--- src/rtl/llm_pkg.sv ---
// Shared color codes, FSM encoding and color decode for the phase sequencer.
package llm_pkg;

   localparam logic [1:0] COL_OFF    = 2'b00;
   localparam logic [1:0] COL_GREEN  = 2'b01;
   localparam logic [1:0] COL_YELLOW = 2'b10;
   localparam logic [1:0] COL_RED    = 2'b11;

   typedef enum logic [1:0] {
      IDLE = 2'd0,
      RUN  = 2'd1,
      FIN  = 2'd2
   } state_e;

   // Decode a color code to {red, yellow, green}; COL_OFF gives all zero.
   function automatic logic [2:0] color_onehot(input logic [1:0] col);
      logic [2:0] oh;
      oh = 3'b000;
      case (col)
         COL_GREEN:  oh = 3'b001;
         COL_YELLOW: oh = 3'b010;
         COL_RED:    oh = 3'b100;
         default:    oh = 3'b000;
      endcase
      return oh;
   endfunction

endpackage

--- src/rtl/llm_sched_table.sv ---
// Schedule register file: synchronous gated write, asynchronous full read-out.
module llm_sched_table #(
   parameter int unsigned DEPTH = 8,
   parameter int unsigned IDX_W = 3,
   parameter int unsigned DUR_W = 8
) (
   input  logic             clock,
   input  logic             reset_n,
   input  logic             we_i,
   input  logic             wr_en_i,
   input  logic [IDX_W-1:0] addr_i,
   input  logic [1:0]       color_i,
   input  logic [DUR_W-1:0] dur_i,
   output logic [1:0]       color_o [DEPTH],
   output logic [DUR_W-1:0] dur_o   [DEPTH]
);

   logic [1:0]       color_q [DEPTH];
   logic [DUR_W-1:0] dur_q   [DEPTH];

   // Entry storage; writes are dropped while the gate is low (run in progress).
   always_ff @(posedge clock or negedge reset_n) begin
      if (!reset_n) begin
         for (int unsigned i = 0; i < DEPTH; i++) begin
            color_q[i] <= '0;
            dur_q[i]   <= '0;
         end
      end else if (we_i && wr_en_i) begin
         color_q[addr_i] <= color_i;
         dur_q[addr_i]   <= dur_i;
      end
   end

   assign color_o = color_q;
   assign dur_o   = dur_q;

endmodule

--- src/rtl/llm_phase_sequencer.sv ---
// Table-driven green/yellow/red phase sequencer with deception edge monitoring.
module llm_phase_sequencer
   import llm_pkg::*;
#(
   parameter int unsigned DEPTH = 8,
   parameter int unsigned IDX_W = 3,
   parameter int unsigned DUR_W = 8,
   parameter int unsigned CNT_W = 8
) (
   input  logic             clock,
   input  logic             reset_n,
   input  logic             cfg_we,
   input  logic [IDX_W-1:0] cfg_addr,
   input  logic [1:0]       cfg_color,
   input  logic [DUR_W-1:0] cfg_dur,
   input  logic             start,
   input  logic             stop,
   input  logic             loop_en,
   input  logic             deception_in,
   output logic             green,
   output logic             yellow,
   output logic             red,
   output logic             busy,
   output logic             done,
   output logic [IDX_W-1:0] phase_idx,
   output logic [DUR_W-1:0] phase_left,
   output logic [CNT_W-1:0] dec_cnt,
   output logic [IDX_W-1:0] dec_first_idx,
   output logic             dec_seen
);

   logic [1:0]       tbl_color [DEPTH];
   logic [DUR_W-1:0] tbl_dur   [DEPTH];

   state_e           state_q, state_d;
   logic [IDX_W-1:0] idx_q, idx_d, nxt_idx;
   logic [DUR_W-1:0] left_q, left_d;
   logic [2:0]       col_q, col_d;
   logic             busy_q, busy_d;
   logic             done_q, done_d;
   logic             clr_cnt, sched_end;

   logic             dec_in_q, dec_edge;
   logic [CNT_W-1:0] dec_cnt_q, dec_cnt_d;
   logic [IDX_W-1:0] dec_first_q, dec_first_d;
   logic             dec_seen_q, dec_seen_d;

   llm_sched_table #(
      .DEPTH(DEPTH),
      .IDX_W(IDX_W),
      .DUR_W(DUR_W)
   ) u_table (
      .clock   (clock),
      .reset_n (reset_n),
      .we_i    (cfg_we),
      .wr_en_i (~busy_q),
      .addr_i  (cfg_addr),
      .color_i (cfg_color),
      .dur_i   (cfg_dur),
      .color_o (tbl_color),
      .dur_o   (tbl_dur)
   );

   // Sequencer next state: start/stop handling, per-entry countdown and advance/wrap.
   always_comb begin
      state_d   = state_q;
      idx_d     = idx_q;
      left_d    = left_q;
      done_d    = 1'b0;
      clr_cnt   = 1'b0;
      nxt_idx   = idx_q + IDX_W'(1);
      sched_end = (idx_q == IDX_W'(DEPTH - 1)) || (tbl_dur[nxt_idx] == '0);
      case (state_q)
         IDLE: begin
            if (start && !stop) begin
               clr_cnt = 1'b1;
               if (tbl_dur[0] != '0) begin
                  state_d = RUN;
                  idx_d   = '0;
                  left_d  = tbl_dur[0];
               end else begin
                  done_d = 1'b1;
               end
            end
         end
         RUN: begin
            if (stop) begin
               state_d = IDLE;
            end else if (left_q == DUR_W'(1)) begin
               if (sched_end) begin
                  if (loop_en) begin
                     idx_d  = '0;
                     left_d = tbl_dur[0];
                  end else begin
                     state_d = FIN;
                  end
               end else begin
                  idx_d  = nxt_idx;
                  left_d = tbl_dur[nxt_idx];
               end
            end else begin
               left_d = left_q - DUR_W'(1);
            end
         end
         FIN:     state_d = IDLE;
         default: state_d = IDLE;
      endcase
      if (state_d == FIN) done_d = 1'b1;
      busy_d = (state_d == RUN);
      col_d  = (state_d == RUN) ? color_onehot(tbl_color[idx_d]) : 3'b000;
   end

   // Deception edge counting: cleared on run accept, counted only while running.
   always_comb begin
      dec_cnt_d   = dec_cnt_q;
      dec_first_d = dec_first_q;
      dec_seen_d  = dec_seen_q;
      dec_edge    = deception_in & ~dec_in_q;
      if (clr_cnt) begin
         dec_cnt_d   = '0;
         dec_first_d = '0;
         dec_seen_d  = 1'b0;
      end else if ((state_q == RUN) && dec_edge) begin
         if (dec_cnt_q != '1) dec_cnt_d = dec_cnt_q + CNT_W'(1);
         if (!dec_seen_q) begin
            dec_seen_d  = 1'b1;
            dec_first_d = idx_q;
         end
      end
   end

   // State and output registers.
   always_ff @(posedge clock or negedge reset_n) begin
      if (!reset_n) begin
         state_q     <= IDLE;
         idx_q       <= '0;
         left_q      <= '0;
         col_q       <= '0;
         busy_q      <= 1'b0;
         done_q      <= 1'b0;
         dec_in_q    <= 1'b0;
         dec_cnt_q   <= '0;
         dec_first_q <= '0;
         dec_seen_q  <= 1'b0;
      end else begin
         state_q     <= state_d;
         idx_q       <= idx_d;
         left_q      <= left_d;
         col_q       <= col_d;
         busy_q      <= busy_d;
         done_q      <= done_d;
         dec_in_q    <= deception_in;
         dec_cnt_q   <= dec_cnt_d;
         dec_first_q <= dec_first_d;
         dec_seen_q  <= dec_seen_d;
      end
   end

   assign green         = col_q[0];
   assign yellow        = col_q[1];
   assign red           = col_q[2];
   assign busy          = busy_q;
   assign done          = done_q;
   assign phase_idx     = idx_q;
   assign phase_left    = left_q;
   assign dec_cnt       = dec_cnt_q;
   assign dec_first_idx = dec_first_q;
   assign dec_seen      = dec_seen_q;

endmodule

--- config.mk ---
export PLATFORM = sky130hd
export DESIGN_NAME = llm_phase_sequencer
export DESIGN_NICKNAME = d
export VERILOG_FILES = /design/src/rtl/llm_pkg.sv /design/src/rtl/llm_sched_table.sv /design/src/rtl/llm_phase_sequencer.sv
export SDC_FILE = /design/constraint.sdc
export NUM_CORES = 1
export LEC_CHECK = 0
export BUFFER_PORTS_ARGS = -buffer_cell sky130_fd_sc_hd__buf_2
export CAP_MARGIN = 0
export CELL_PAD_IN_SITES_DETAIL_PLACEMENT = 2
export CELL_PAD_IN_SITES_GLOBAL_PLACEMENT = 2
export CORE_MARGIN = 5
export CORE_UTILIZATION = 30
export DETAILED_ROUTE_END_ITERATION = 12
export PLACE_DENSITY = 0.62
export RECOVER_POWER = 50
export SLEW_MARGIN = 20
export SYNTH_ARGS = -nofsm -noshare
export SYNTH_HDL_FRONTEND = slang
export SYNTH_SLANG_ARGS = --single-unit
export TNS_END_PERCENT = 10
--- constraint.sdc ---
create_clock -name clock -period 4.65 [get_ports clock]
set_input_delay 0.2325 -clock clock [delete_from_list [all_inputs] [get_ports clock]]
set_output_delay 0.2325 -clock clock [all_outputs]
set_load 0.05 [all_outputs]
==> impl_metrics.tcl <==
set metrics [dict create \
    path_buf_inv 1 \
    power.density_nw_per_um2 548 \
    fillers 1979 \
    synth.area.top_cells "dfrtp_1 (49%), mux2_2 (16%), mux4_2 (5.5%)" \
    areaGrowthSynthToFinish_pct 13.7 \
    clock_path_buffers 2 \
    synth-edff-count 0 \
    hold_viol 0 \
    fmax_ghz 0.241 \
    ir_drop_v 0.000207 \
    wirelength_mm 16.3 \
    crit_required_ps 4900 \
    finalSetupViolations 0 \
    critical_path_class "reg2reg" \
    synthMuxAreaShare 0.251 \
    viasPerCell 5.39 \
    antenna_found_initial 0 \
    synth_fa_ha_area_frac 0.0110 \
    synth_nets 491 \
    cp-end-kind "flop" \
    gp_congestion 0.783 \
    path_clk_slew_ps 70 \
    h-tree-depth 3 \
    initial_core_util 0.304 \
    fp.dieW_um 148 \
    drive_gt1_frac 0.319 \
    critPathArrivalTime_ps 4410 \
    numCtsBuffers 9 \
    fin_setup_tns_ps 0 \
    die_height_um 148 \
    n_antenna_cell 0 \
    ios 48 \
    p_leak_nw 2.71 \
    synth.distinct_cells 64 \
    synth_xor_area_frac 0.0154 \
    synth_simple_gate_area_frac 0.118 \
    cts_tree "done" \
    ys_seq_area_frac 0.488 \
    hp-class "in2reg" \
    drc_errors 0 \
    die-area_um2 21800 \
    synthCells 466 \
    fin_nets 538 \
    grt_pass1_wl_mm 26.4 \
    firstDrtPassIters 4 \
    grt_max_degree 76 \
    synth_area_per_cell_um2 12.2 \
    synth.largest_area_cell "dfrtp_1" \
    tightest_slew_ps 2450 \
    gr-total-overflow 0 \
    rsz0062_at_grt "false" \
    min_period_ps 4160 \
    utilization 0.346 \
    avgRoutedWirePerCell_um 21.7 \
    seq_area_um2 2780 \
    rows 50 \
    outcome "finished, violations left" \
    violations "capacitance limit, slew limit" \
    core_area_um2 18700 \
    ys_seq_elements 111 \
    grtUsageTotal 0.156 \
    synth_top_family_by_area "multiplexers" \
    slew_headroom -0.633 \
    slew_viol_final 95 \
    clock_latency_ps 360 \
    critical_path_peak_fanout 17 \
    cap_violations 2 \
    finClkSkew_ps 6.94 \
    ant_nets 0 \
    vias 4053 \
    cts-root-buf "clkbuf_16" \
    portBuffers 47 \
    path_delay_family "multiplexers" \
    async_flop_share 1.00 \
    slowest_delay_ps 750 \
    worstPathCellList "ha_1 -> ha_1 -> mux4_2 -> mux2i_1 -> nand4_2 -> nor2_4 -> mux2i_1 -> inv_2 -> mux2i_1 -> mux2i_1 -> o211ai_1 -> and4b_1" \
    first_global_vias 4457 \
    yosys_warnings 0 \
    ctsResizeCount 0 \
    finalCritPeriodShare 0.894 \
    cts_sinks 111 \
    start_kind "flop" \
    drt_iter0_drc 152 \
    crit_slowest_cell "ha_1" \
    synth_top_cell_area_share 0.488 \
    place_hpwl_mm 12.3 \
    synth_compound_area_frac 0.0886 \
    synth_flop_cell "dfrtp_1" \
    multi_input_area_um2 2760 \
    cpMostUsedCell "mux2i_1" \
    synthesis.area_um2 5690 \
]
final timing paths:
| path | end | from | slack [ps] | cells past startpoint |
|---|---|---|---|---|
| hold reg to reg | u_table.dur_o[31]$_DFFE_PN0P_ | u_table.dur_o[31]$_DFFE_PN0P_ | 510 | 1 |
| setup reg to reg | col_q[2]$_DFF_PN0_ | phase_idx[1]$_DFF_PN0_ | 490 | 12 |
| setup / recovery | col_q[2]$_DFF_PN0_ | phase_idx[1]$_DFF_PN0_ | 490 | 12 |
| min in group asynchronous | phase_left[5]$_DFFE_PN0P_ | reset_n | 600 | 2 |
| max in group asynchronous | u_table.color_o[15]$_DFFE_PN0P_ | reset_n | 1050 | 3 |
| hold / removal | u_table.color_o[10]$_DFFE_PN0P_ | cfg_color[0] | 210 | 2 |
metal layers:
layer / track usage / vias up / part of all wire
met5: 0 / - / 0
met4: 0.0475 / 0 / 0.014
met3: 0.0239 / 14 / 0.027
met2: 0.257 / 50 / 0.48
met1: 0.212 / 2151 / 0.48
li1: - / 1838 / -
cells in the mapped netlist (2+ instances only):
| cell type | number |
|---|---|
| nand2b_1 | 4 |
| and3_1 | 3 |
| nand3b_1 | 4 |
| nor2_1 | 26 |
| or3b_2 | 2 |
| o22ai_1 | 7 |
| ha_1 | 5 |
| clkbuf_1 | 10 |
| or3_1 | 5 |
| nor2b_1 | 3 |
| mux2_2 | 81 |
| a211oi_2 | 2 |
| buf_2 | 6 |
| mux4_1 | 2 |
| mux2i_1 | 12 |
| mux4_2 | 14 |
| nor3b_1 | 6 |
| xnor2_1 | 4 |
| a221oi_1 | 2 |
| nand3_1 | 9 |
| xor2_1 | 6 |
| nand2_1 | 29 |
| a211o_1 | 3 |
| a21oi_1 | 13 |
| nand4_2 | 2 |
| nor3_1 | 4 |
| buf_1 | 3 |
| nand4_1 | 9 |
| nor4_1 | 3 |
| a21boi_0 | 3 |
| o211a_1 | 2 |
| a22oi_1 | 2 |
| a31oi_1 | 6 |
| and4_1 | 3 |
| dfrtp_1 | 111 |
| o21ai_0 | 18 |
| a21o_1 | 3 |
| o211ai_1 | 2 |
| inv_2 | 2 |
| inv_1 | 11 |
cell families (layout without fill, tap and decap cells):
kind of cell               after synthesis  in the layout
and+or+nand+nor                        121            121
xor gates and xnor gates                10             10
buffers and inverters                   34             86
adders and majority gates                5              5
muxes                                  111            111
DFF                                    111            111
AOI/OAI and AO/OA                       74             74
layout make-up:
cell class                      instances  share of cell area
Tap cell                              234              0.0452
Clock inverter                          5              0.0102
Sequential cell                       111               0.429
Inverter                               13             0.00754
Clock buffer                           11              0.0359
Multi-Input combinational cell        321               0.426
Timing Repair Buffer                   57              0.0462
power breakdown:
| group | total, W | leakage, nW | switching (W) | internal (W) |
|---|---|---|---|---|
| Sequential | 0.00149 | 1.38 | 0.000253 | 0.00124 |
| Clock | 0.000797 | 0.142 | 0.000371 | 0.000426 |
| Combinational | 0.00126 | 1.20 | 0.000732 | 0.000526 |
what timing repair did:
action / in CTS / in global routing
setup endpoints to repair: 0 / 0
setup buffers: 0 / 0
hold buffers: 1 / 1
hold endpoints to repair: 1 / 18
stage by stage:
step	worst slack, ps	area (um^2)	hold WS (ps)	power, W	cells
after floorplan	1050	5690	-63.1	0.00239	466
after global placement	673	6170	359	0.00274	733
after detailed placement	471	6170	359	0.00279	733
after CTS	465	6480	39.1	0.00360	750
after global routing	192	6470	215	0.00377	752
final	494	6470	214	0.00355	752
placed cells by master (no fill, tap or decap), drive strengths merged, types with 7 or more instances in the layout:
cell and n:
mux4 16, clkbuf 26, nand3 9, o22ai 7, mux2i 13, buf 39
nand2 29, o21ai 20, a21oi 13, mux2 82, dfrtp 111, inv 15
nor2 27, nand4 11
state kept, by name (all words and copies together) (netlist names), 2 cells and up:
| signal | cells |
|---|---|
| dec_first_idx | 3 |
| dec_cnt | 8 |
| u_table.dur_o | 64 |
| phase_idx | 3 |
| u_table.color_o | 16 |
| col_q | 3 |
| phase_left | 8 |
| state_q | 2 |
(Power assumes the default switching activity.)
